**src/rtl/ram_bist_pkg.sv**
```systemverilog
// Shared types and the test pattern for the RAM BIST controller.
// Used by ram_bist_ctrl and ram_bist_cmp; error logging is enabled with RAM_BIST_ERR_LOG_EN.
package ram_bist_pkg;

  typedef enum logic [2:0] {
    IDLE  = 3'd0,
    WRITE = 3'd1,
    READ  = 3'd2,
    DRAIN = 3'd3,
    DONE  = 3'd4
  } bist_state_t;

  // Callers truncate the result to DATA_W, so inverting the zero-extended address is implicit.
  function automatic logic [31:0] bist_pattern(input logic [31:0] addr, input logic [31:0] seed);
    return (~addr) ^ seed;
  endfunction

endpackage

```
**src/rtl/ram_bist_if.sv**
```systemverilog
// RAM port bundle between the BIST controller (master) and the dual-port RAM (slave).
// Both RAM ports share the controller clock, so no clock travels in the interface.
interface ram_bist_if #(
  parameter int ADDR_W = 6,
  parameter int DATA_W = 8
);

  logic              ram_wr_en;
  logic [ADDR_W-1:0] ram_wr_addr;
  logic [DATA_W-1:0] ram_wr_data;
  logic [ADDR_W-1:0] ram_rd_addr;
  logic [DATA_W-1:0] ram_rd_data;

  modport master (
    output ram_wr_en,
    output ram_wr_addr,
    output ram_wr_data,
    output ram_rd_addr,
    input  ram_rd_data
  );

  modport slave (
    input  ram_wr_en,
    input  ram_wr_addr,
    input  ram_wr_data,
    input  ram_rd_addr,
    output ram_rd_data
  );

endinterface

```
**src/rtl/ram_bist_cmp.sv**
```systemverilog
// Read-data checker: RD_LAT-deep valid/expected pipe, comparator and saturating error count.
// With RAM_BIST_ERR_LOG_EN defined it also logs the address and data of the first mismatch.
module ram_bist_cmp
  import ram_bist_pkg::*;
#(
  parameter int ADDR_W    = 6,
  parameter int DATA_W    = 8,
  parameter int RD_LAT    = 2,
  parameter int ERR_CNT_W = 4
) (
  input  logic                 clk,
  input  logic                 rst_n,
  input  logic                 clear,
  input  logic                 push_vld,
  input  logic [DATA_W-1:0]    push_exp,
`ifdef RAM_BIST_ERR_LOG_EN
  input  logic [ADDR_W-1:0]    push_addr,
  output logic                 first_err_vld,
  output logic [ADDR_W-1:0]    first_err_addr,
  output logic [DATA_W-1:0]    first_err_data,
`endif
  input  logic [DATA_W-1:0]    rd_data,
  output logic [ERR_CNT_W-1:0] err_cnt,
  output logic                 clean
);

  logic [RD_LAT-1:0] vld_pipe;
  logic [DATA_W-1:0] exp_pipe [RD_LAT];
  logic              mismatch;
  logic              err_full;

  always_comb begin
    mismatch = vld_pipe[RD_LAT-1] && (rd_data != exp_pipe[RD_LAT-1]);
    err_full = &err_cnt;
    // Includes the compare retiring this cycle, so the result can be latched on the last drain edge.
    clean    = (err_cnt == '0) && !mismatch;
  end

  always_ff @(posedge clk or negedge rst_n) begin
    if (!rst_n) begin
      vld_pipe <= '0;
      for (int i = 0; i < RD_LAT; i++) exp_pipe[i] <= '0;
    end else if (clear) begin
      vld_pipe <= '0;
      for (int i = 0; i < RD_LAT; i++) exp_pipe[i] <= '0;
    end else begin
      vld_pipe[0] <= push_vld;
      exp_pipe[0] <= push_exp;
      for (int i = 1; i < RD_LAT; i++) begin
        vld_pipe[i] <= vld_pipe[i-1];
        exp_pipe[i] <= exp_pipe[i-1];
      end
    end
  end

  always_ff @(posedge clk or negedge rst_n) begin
    if (!rst_n) begin
      err_cnt <= '0;
    end else if (clear) begin
      err_cnt <= '0;
    end else if (mismatch && !err_full) begin
      err_cnt <= err_cnt + 1'b1;
    end
  end

`ifdef RAM_BIST_ERR_LOG_EN
  logic [ADDR_W-1:0] addr_pipe [RD_LAT];

  always_ff @(posedge clk or negedge rst_n) begin
    if (!rst_n) begin
      for (int i = 0; i < RD_LAT; i++) addr_pipe[i] <= '0;
    end else if (clear) begin
      for (int i = 0; i < RD_LAT; i++) addr_pipe[i] <= '0;
    end else begin
      addr_pipe[0] <= push_addr;
      for (int i = 1; i < RD_LAT; i++) addr_pipe[i] <= addr_pipe[i-1];
    end
  end

  always_ff @(posedge clk or negedge rst_n) begin
    if (!rst_n) begin
      first_err_vld  <= 1'b0;
      first_err_addr <= '0;
      first_err_data <= '0;
    end else if (clear) begin
      first_err_vld  <= 1'b0;
      first_err_addr <= '0;
      first_err_data <= '0;
    end else if (mismatch && !first_err_vld) begin
      first_err_vld  <= 1'b1;
      first_err_addr <= addr_pipe[RD_LAT-1];
      first_err_data <= rd_data;
    end
  end
`endif

endmodule

```
**src/rtl/ram_bist_ctrl.sv**
```systemverilog
// RAM BIST sequencer: write pass, read pass, drain, then a done pulse with pass/err_cnt.
// Define RAM_BIST_ERR_LOG_EN to add the first_err_* logging ports.
module ram_bist_ctrl
  import ram_bist_pkg::*;
#(
  parameter int ADDR_W    = 6,
  parameter int DATA_W    = 8,
  parameter int RD_LAT    = 2,
  parameter int ERR_CNT_W = 4
) (
  input  logic                 sys_clk,
  input  logic                 rst_n,
  input  logic                 start,
  input  logic                 abort,
  input  logic [DATA_W-1:0]    seed,
  output logic                 busy,
  output logic                 done,
  output logic                 pass,
  output logic [ERR_CNT_W-1:0] err_cnt,
`ifdef RAM_BIST_ERR_LOG_EN
  output logic                 first_err_vld,
  output logic [ADDR_W-1:0]    first_err_addr,
  output logic [DATA_W-1:0]    first_err_data,
`endif
  ram_bist_if.master           ram
);

  localparam int              DEPTH      = 2 ** ADDR_W;
  localparam logic [ADDR_W:0] LAST_ADDR  = (ADDR_W + 1)'(DEPTH - 1);
  localparam logic [ADDR_W:0] LAST_DRAIN = (ADDR_W + 1)'(RD_LAT - 1);

  bist_state_t       state, state_next;
  logic [ADDR_W:0]   cnt, cnt_next;
  logic [DATA_W-1:0] seed_q;
  logic [DATA_W-1:0] exp_data;
  logic              start_ok;
  logic              cmp_clear;
  logic              cmp_clean;

  always_comb begin
    start_ok  = (state == IDLE) && start && !abort;
    cmp_clear = start_ok || abort;
    exp_data  = DATA_W'(bist_pattern(32'(cnt[ADDR_W-1:0]), 32'(seed_q)));
  end

  always_ff @(posedge sys_clk or negedge rst_n) begin
    if (!rst_n) begin
      state <= IDLE;
      cnt   <= '0;
    end else begin
      state <= state_next;
      cnt   <= cnt_next;
    end
  end

  // One counter serves as write address, read address and drain timer; it restarts at each phase.
  always_comb begin
    state_next = state;
    cnt_next   = cnt;
    case (state)
      IDLE: begin
        if (start_ok) begin
          state_next = WRITE;
          cnt_next   = '0;
        end
      end
      WRITE: begin
        if (cnt == LAST_ADDR) begin
          state_next = READ;
          cnt_next   = '0;
        end else begin
          cnt_next = cnt + 1'b1;
        end
      end
      READ: begin
        if (cnt == LAST_ADDR) begin
          state_next = DRAIN;
          cnt_next   = '0;
        end else begin
          cnt_next = cnt + 1'b1;
        end
      end
      DRAIN: begin
        if (cnt == LAST_DRAIN) begin
          state_next = DONE;
          cnt_next   = '0;
        end else begin
          cnt_next = cnt + 1'b1;
        end
      end
      DONE: begin
        state_next = IDLE;
        cnt_next   = '0;
      end
      default: begin
        state_next = IDLE;
        cnt_next   = '0;
      end
    endcase
    if (abort) begin
      state_next = IDLE;
      cnt_next   = '0;
    end
  end

  always_comb begin
    busy            = (state == WRITE) || (state == READ) || (state == DRAIN);
    done            = (state == DONE);
    ram.ram_wr_en   = (state == WRITE);
    ram.ram_wr_addr = (state == WRITE) ? cnt[ADDR_W-1:0] : '0;
    ram.ram_wr_data = (state == WRITE) ? exp_data : '0;
    ram.ram_rd_addr = (state == READ)  ? cnt[ADDR_W-1:0] : '0;
  end

  always_ff @(posedge sys_clk or negedge rst_n) begin
    if (!rst_n) begin
      seed_q <= '0;
    end else if (start_ok) begin
      seed_q <= seed;
    end
  end

  // The verdict is latched on the edge entering DONE, so it is already valid while done is high.
  always_ff @(posedge sys_clk or negedge rst_n) begin
    if (!rst_n) begin
      pass <= 1'b0;
    end else if (cmp_clear) begin
      pass <= 1'b0;
    end else if ((state == DRAIN) && (cnt == LAST_DRAIN)) begin
      pass <= cmp_clean;
    end
  end

  ram_bist_cmp #(
    .ADDR_W   (ADDR_W),
    .DATA_W   (DATA_W),
    .RD_LAT   (RD_LAT),
    .ERR_CNT_W(ERR_CNT_W)
  ) u_cmp (
    .clk           (sys_clk),
    .rst_n         (rst_n),
    .clear         (cmp_clear),
    .push_vld      (state == READ),
    .push_exp      (exp_data),
`ifdef RAM_BIST_ERR_LOG_EN
    .push_addr     (cnt[ADDR_W-1:0]),
    .first_err_vld (first_err_vld),
    .first_err_addr(first_err_addr),
    .first_err_data(first_err_data),
`endif
    .rd_data       (ram.ram_rd_data),
    .err_cnt       (err_cnt),
    .clean         (cmp_clean)
  );

endmodule

```
**src/flat_wrapper.sv**
```systemverilog
// flat-port wrapper written by rule: the top's interface ports become plain ports
module ram_bist_ctrl_flat import ram_bist_pkg::*;
#(
  parameter int ADDR_W    = 6,
  parameter int DATA_W    = 8,
  parameter int RD_LAT    = 2,
  parameter int ERR_CNT_W = 4
)
  (sys_clk, rst_n, start, abort, seed, busy, done, pass, err_cnt, ram_ram_wr_en, ram_ram_wr_addr, ram_ram_wr_data, ram_ram_rd_addr, ram_ram_rd_data);
  ram_bist_if #(.ADDR_W(ADDR_W), .DATA_W(DATA_W)) ram_i ();
  input  logic sys_clk;
  input  logic rst_n;
  input  logic start;
  input  logic abort;
  input  logic [DATA_W-1:0] seed;
  output logic busy;
  output logic done;
  output logic pass;
  output logic [ERR_CNT_W-1:0] err_cnt;
  output wire logic [$bits(ram_i.ram_wr_en)-1:0] ram_ram_wr_en;
  output wire logic [$bits(ram_i.ram_wr_addr)-1:0] ram_ram_wr_addr;
  output wire logic [$bits(ram_i.ram_wr_data)-1:0] ram_ram_wr_data;
  output wire logic [$bits(ram_i.ram_rd_addr)-1:0] ram_ram_rd_addr;
  input wire logic [$bits(ram_i.ram_rd_data)-1:0] ram_ram_rd_data;
  assign ram_ram_wr_en = ram_i.ram_wr_en;
  assign ram_ram_wr_addr = ram_i.ram_wr_addr;
  assign ram_ram_wr_data = ram_i.ram_wr_data;
  assign ram_ram_rd_addr = ram_i.ram_rd_addr;
  assign ram_i.ram_rd_data = ram_ram_rd_data;
  ram_bist_ctrl #(.ADDR_W(ADDR_W), .DATA_W(DATA_W), .RD_LAT(RD_LAT), .ERR_CNT_W(ERR_CNT_W)) u_core (.sys_clk(sys_clk), .rst_n(rst_n), .start(start), .abort(abort), .seed(seed), .busy(busy), .done(done), .pass(pass), .err_cnt(err_cnt), .ram(ram_i));
endmodule
```
**config.mk**
```make
export PLATFORM = sky130hd
export DESIGN_NAME = ram_bist_ctrl_flat
export DESIGN_NICKNAME = d
export VERILOG_FILES = /design/src/rtl/ram_bist_pkg.sv /design/src/rtl/ram_bist_if.sv /design/src/rtl/ram_bist_cmp.sv /design/src/rtl/ram_bist_ctrl.sv /design/src/flat_wrapper.sv
export SDC_FILE = /design/constraint.sdc
export NUM_CORES = 1
export LEC_CHECK = 0
export ABC_AREA = 0
export BUFFER_PORTS_ARGS = -buffer_cell sky130_fd_sc_hd__buf_2
export CAP_MARGIN = 20
export CORE_ASPECT_RATIO = 1.25
export CORE_MARGIN = 8
export CORE_UTILIZATION = 57
export DETAILED_ROUTE_END_ITERATION = 8
export HOLD_SLACK_MARGIN = 0.03
export PLACE_DENSITY = 0.92
export SYNTH_ARGS = -nofsm -noshare
export SYNTH_HDL_FRONTEND = slang
export SYNTH_SLANG_ARGS = --single-unit
```
**constraint.sdc**
```tcl
create_clock -name sys_clk -period 2.95 [get_ports sys_clk]
set_clock_uncertainty 0.1 [all_clocks]
set_input_delay 0.7375 -clock sys_clk [delete_from_list [all_inputs] [get_ports sys_clk]]
set_output_delay 0.7375 -clock sys_clk [all_outputs]
set_load 0.01 [all_outputs]
```
* Word-level counts from Yosys, hierarchy flattened
Cells that the tools add are included.
Word-level totals: register bits after elaboration 41, input bits 20, output and inout bits 28, word-level logic and storage cells 62
Cells by class: add/sub/neg operators 2, equal/unequal tests 11, multiplexer cells 20, bitwise gates (word level) 2, reductions and logical operators 19
Operator list (number):
- $mux W7 | 4
- $pmux W7 S3 | 1
- $mux W16 | 1
- $mux W3 | 5
- $mux W6 | 2
- $ne A3 B2 Y1 const B | 4
- $pmux W3 S4 | 1
- $mux W4 | 2
- $mux W8 | 1
- $ne A8 B8 Y1 | 1
- $not A6 Y8 | 1
- $reduce_and A4 Y1 | 2
- $xor A8 B8 Y8 | 1
- $add A7 B1 Y7 const B | 1
- $eq A7 B1 Y1 const B | 1
- $eq A7 B6 Y1 const B | 1
- $eq A3 B2 Y1 const B | 2
- $logic_and A1 B1 Y1 | 6
- $add A4 B1 Y4 const B | 1
- $logic_not A4 Y1 | 1
- $reduce_bool A2 Y1 | 2
- $eq A3 B1 Y1 const B | 1
- $eq A3 B3 Y1 const B | 1
- $logic_not A1 Y1 | 3
- 5 further kinds | 8

* Depth between registers and ports, before layout
word-level depth 6, mapped depth 8, gate-level depth less buffers 7

* By module
From an unflattened synthesis, not the netlist that was laid out.
Unflattened totals: cell total of the unflattened synthesis 208, area, all modules 2128.3 um^2
By module, submodules not included:
- ram_bist_ctrl | instances 1, cells each 132, area each 1216.2 um^2, sequential area each 475.5 um^2
- ram_bist_cmp | instances 1, cells each 76, area each 912.1 um^2, sequential area each 550.5 um^2

* Worst setup path before layout
Ideal clock, no wire load.
path type register to output, start reg u_core.state[1], end out ram_ram_wr_addr[0], arrival time 1.225 ns, required time 2.112 ns, path slack 0.888 ns, cell stages (with the launch flop) 6, buffers on the path 1, cell sequence dfrtp_1 buf_4 clkinv_1 nand3_1 inv_1 and2_1
Between the ends: cells in the longest elaborated chain, start to end 2
RTL lines:
- start, declared | line ram_bist_ctrl.sv:32 | bist_state_t state, state_next;
- start signal, assigned | line ram_bist_ctrl.sv:51 | state <= state_next;
- $eq A3 B1 Y1
- named net ram_ram_wr_en | line flat_wrapper.sv:20 | output wire logic [$bits(ram_i.ram_wr_en)-1:0] ram_ram_wr_en;
- $mux W6 | line ram_bist_ctrl.sv:110 | ram.ram_wr_addr = (state == WRITE) ? cnt[ADDR_W-1:0] : '0;
- end, declared | line flat_wrapper.sv:21 | output wire logic [$bits(ram_i.ram_wr_addr)-1:0] ram_ram_wr_addr;
The timed path passes the listed nets, and every way through them passes these cells.

* Worst setup path after layout
start reg u_core.state[1], end out ram_ram_wr_addr[5]
Between the ends: cells in the longest elaborated chain, start to end 2
RTL lines (line):
- $eq A3 B1 Y1 | ram_bist_ctrl.sv:110
- $mux W6 | ram_bist_ctrl.sv:110
No other way between the ends.

==> out/metrics.csv <==
stage,metric,value,unit
sta,worst_pin_slew,0.889,ns
clocking,clkTransAtPathRegs,0.08,ns
logic_synthesis,yosysWarningCount,0,
min_path,hp-class,reg2reg,
clocking,insertion_delay,0.30,ns
critical_path,startpoint_type,flop,
job,drv_cap,0,
logic_synthesis,synth_cell_types,39,
logic_synthesis,synth_seq_area_share,0.498,
power_and_ir_drop,power.switching,0.314,mW
placement,hpwlAfterDp,3.31,mm
floorplanning,die_h,83.2,µm
sta,layout_setup_ws,0.260,ns
clocking,cts_root_buf,clkbuf_8,
floorplanning,start_util,0.591,
drt,wl,4.59,mm
drt,viasPerCell,5.52,
critical_path,endpoint_kind,output port,
drt,wl_per_cell,16.0,µm
cells_and_area,insertedDiodeCount,0,
global_routing,grt_pass1_wl,7.65,mm
drt,drc_errors,0,
placement,place_congestion,0.831,
sta,slew-limit-headroom,0.407,
power_and_ir_drop,ir_worst_vdd,0.478,mV
sta,setup_viol,0,
floorplanning,fp.dieArea,5800,µm²
logic_synthesis,syn-cell-area,2060,µm²
power_and_ir_drop,leakagePower,1.21,nW
sta,fin_crit_sh,0.912,
sta,final-hold-violation-count,0,
clocking,clock_sinks,41,
floorplanning,io_pins,48,
min_path,hold_depth,1,
cells_and_area,area_growth,15.6,%
sta,finalCriticalPeriod,2.69,ns
cells_and_area,final_cells,287,
critical_path,required,2.11,ns
cells_and_area,nNetsFinal,271,
power_and_ir_drop,power.internal,0.860,mW
global_routing,grt_max_degree,42,
logic_synthesis,synthesis.instances,200,
clocking,tritoncts,done,
drt,drtPass1Iterations,4,
run_status,status,"complete, no violations",
global_routing,antenna_found_initial,0,
sta,fin_tns_setup,0,ns
placement,io_buffer_count,47,
clocking,cts_setup_buffers,0,
clocking,htreeDepth,2,
critical_path,reg2reg_slack,0.84,ns
power_and_ir_drop,pwr-share-comb,0.128,
clocking,clk_path_buf_depth,2,
logic_synthesis,syn_avg_cell_area,10.3,µm²
critical_path,timing.rr.end,u_core.cnt[3]$_DFFE_PN0P_,
power_and_ir_drop,clockPowerShare,0.334,
power_and_ir_drop,pwr-share-seq,0.538,
floorplanning,die_w,69.8,µm
min_path,min_to,u_core.u_cmp.exp_pipe[6]$_DFF_PN0_,
global_routing,grt_usage,0.160,
sta,maxSlewViolCount,0,
critical_path,rr_worst_depth,7,
min_path,holdCritStartpoint,u_core.u_cmp.exp_pipe[14]$_DFF_PN0_,
power_and_ir_drop,p_per_area,493,nW/µm²
critical_path,crit_arrival,1.85,ns
clocking,postCtsHoldBufs,0,
logic_synthesis,syn_nets,224,
global_routing,grt_pass1_vias,1733,
sta,grt_setup_unrepaired,false,
power_and_ir_drop,sw_frac_of_total,0.268,
global_routing,overflow,0,
placement,place_inst,279,
floorplanning,core,3480,µm²
clocking,cts_buffers,5,
critical_path,crit_type,reg2out,
critical_path,crit_fanout,10,
sta,max_freq,372,MHz
floorplanning,rows,24,
cells_and_area,drive_gt1_frac,0.290,
critical_path,rr_startpoint,u_core.cnt[1]$_DFFE_PN0P_,
drt,vias,1585,
drt,ant_nets,0,
drt,drt-initial-drc-count,98,
placement,preCtsSetupSlack,0.616,ns
clocking,cts_resized,0,
logic_synthesis,ys_ff_latch,41,
-- cells in the mapped netlist --
cell type,number,share of area
o211ai_1,1,0.0036
or4_4,1,0.0055
inv_1,6,0.011
nor4_1,1,0.0030
a21o_1,3,0.011
xnor2_1,8,0.034
nor4_2,1,0.0061
nor3b_2,1,0.0061
a31oi_1,1,0.0030
clkbuf_8,1,0.0067
a211oi_1,3,0.011
dfrtp_1,41,0.50
mux2_2,8,0.044
xor2_1,6,0.026
nor3_1,5,0.012
nand2_1,11,0.020
o21ai_0,7,0.017
clkinv_1,1,0.0018
or2_4,1,0.0043
and2_1,20,0.061
ha_1,4,0.024
a21oi_1,4,0.0097
clkbuf_1,2,0.0036
nand4b_1,1,0.0043
buf_4,4,0.015
nor2_1,27,0.049
and4_1,1,0.0043
and2b_1,1,0.0036
a32o_1,1,0.0049
nor4_4,1,0.010
buf_6,2,0.011
a31o_2,1,0.0043
or3_1,4,0.012
or4_1,1,0.0036
nand4_1,2,0.0061
nand3_1,12,0.029
a211o_1,2,0.0085
o21bai_1,2,0.0073
nor3_2,1,0.0049
-- logic make-up after synthesis --
logic type	synth area share
buffers and inverters	0.0486
adder cells (fa/ha/maj)	0.0243
flip-flops	0.498
multiplexers	0.0437
AO/OA/AOI/OAI	0.0802
AND/OR/NAND/NOR	0.245
XOR/XNOR	0.0595
-- power by group through the flow --
stage               Clock [mW]  Combinational [mW]  Sequential [mW]
detailed placement           0               0.150            0.642
global placement             0               0.144            0.638
CTS                      0.400               0.154            0.631
global route             0.419               0.169            0.636
floorplan                    0              0.0966            0.630
finish                   0.392               0.151            0.632
-- layout by cell type (no fill, tap or decap), types with 5 or more instances in the layout --
master	n
inv_1	6
buf_2	47
nand2_1	11
nand3_1	12
clkbuf_8	6
nor3_1	5
xnor2_1	8
nor2_1	27
mux2_2	8
xor2_1	6
o21ai_0	7
dfrtp_1	41
and2_1	20
-- sequential cells by signal, indices dropped and copies added (netlist names) --
signal / flops
u_core.cnt: 7
u_core.u_cmp.exp_pipe: 16
u_core.u_cmp.vld_pipe: 2
u_core.pass: 1
u_core.state: 3
u_core.seed_q: 8
u_core.u_cmp.err_cnt: 4
-- per-stage QoR --
stage | cell area [µm²] | hold slack [ns] | utilization | power, mW
3_5_place_dp | 2280 | 0.340 | 0.656 | 0.792
3_3_place_gp | 2280 | 0.331 | 0.656 | 0.782
4_1_cts | 2380 | 0.358 | 0.684 | 1.19
5_1_grt | 2380 | 0.368 | 0.684 | 1.22
2_1_floorplan | 2060 | 0.321 | - | 0.727
6_report | 2380 | 0.356 | 0.684 | 1.17
-- metal layers --
layer / GRT usage / share of wire
met5: 0 / 0
met4: 0.0714 / 0.024
met3: 0.0607 / 0.072
met2: 0.298 / 0.53
met1: 0.147 / 0.37
-- how the worst max path moves through the flow --
stage	slack, ns	to	cells after the start	startpoint
floorplan	0.89	ram_ram_wr_addr[0]	5	u_core.state[1]$_DFFE_PN0P_
global placement	0.68	ram_ram_wr_addr[2]	5	u_core.state[1]$_DFFE_PN0P_
detailed placement	0.62	ram_ram_wr_addr[5]	5	u_core.state[1]$_DFFE_PN0P_
CTS	0.27	ram_ram_wr_addr[5]	5	u_core.state[1]$_DFFE_PN0P_
global route	0.12	ram_ram_wr_addr[5]	5	u_core.state[1]$_DFFE_PN0P_
finish	0.26	ram_ram_wr_addr[5]	5	u_core.state[1]$_DFFE_PN0P_
-- worst max-delay path, stage by stage (launching register included) --
cell	delay, ns
dfrtp_1	0.48
clkinv_1	0.25
nand3_1	0.35
inv_1	0.15
and2_1	0.18
buf_2	0.14
-- final cells by class --
type | instances | area, µm²
fill | 275 | 1100
clock inverter | 2 | 13.8
timing repair buffer | 49 | 250
clock buffer | 6 | 82.6
multi-input combinational | 143 | 933
sequential | 41 | 1030
tap | 39 | 48.8
inverter | 7 | 26.3
(Power assumes the default switching activity.)
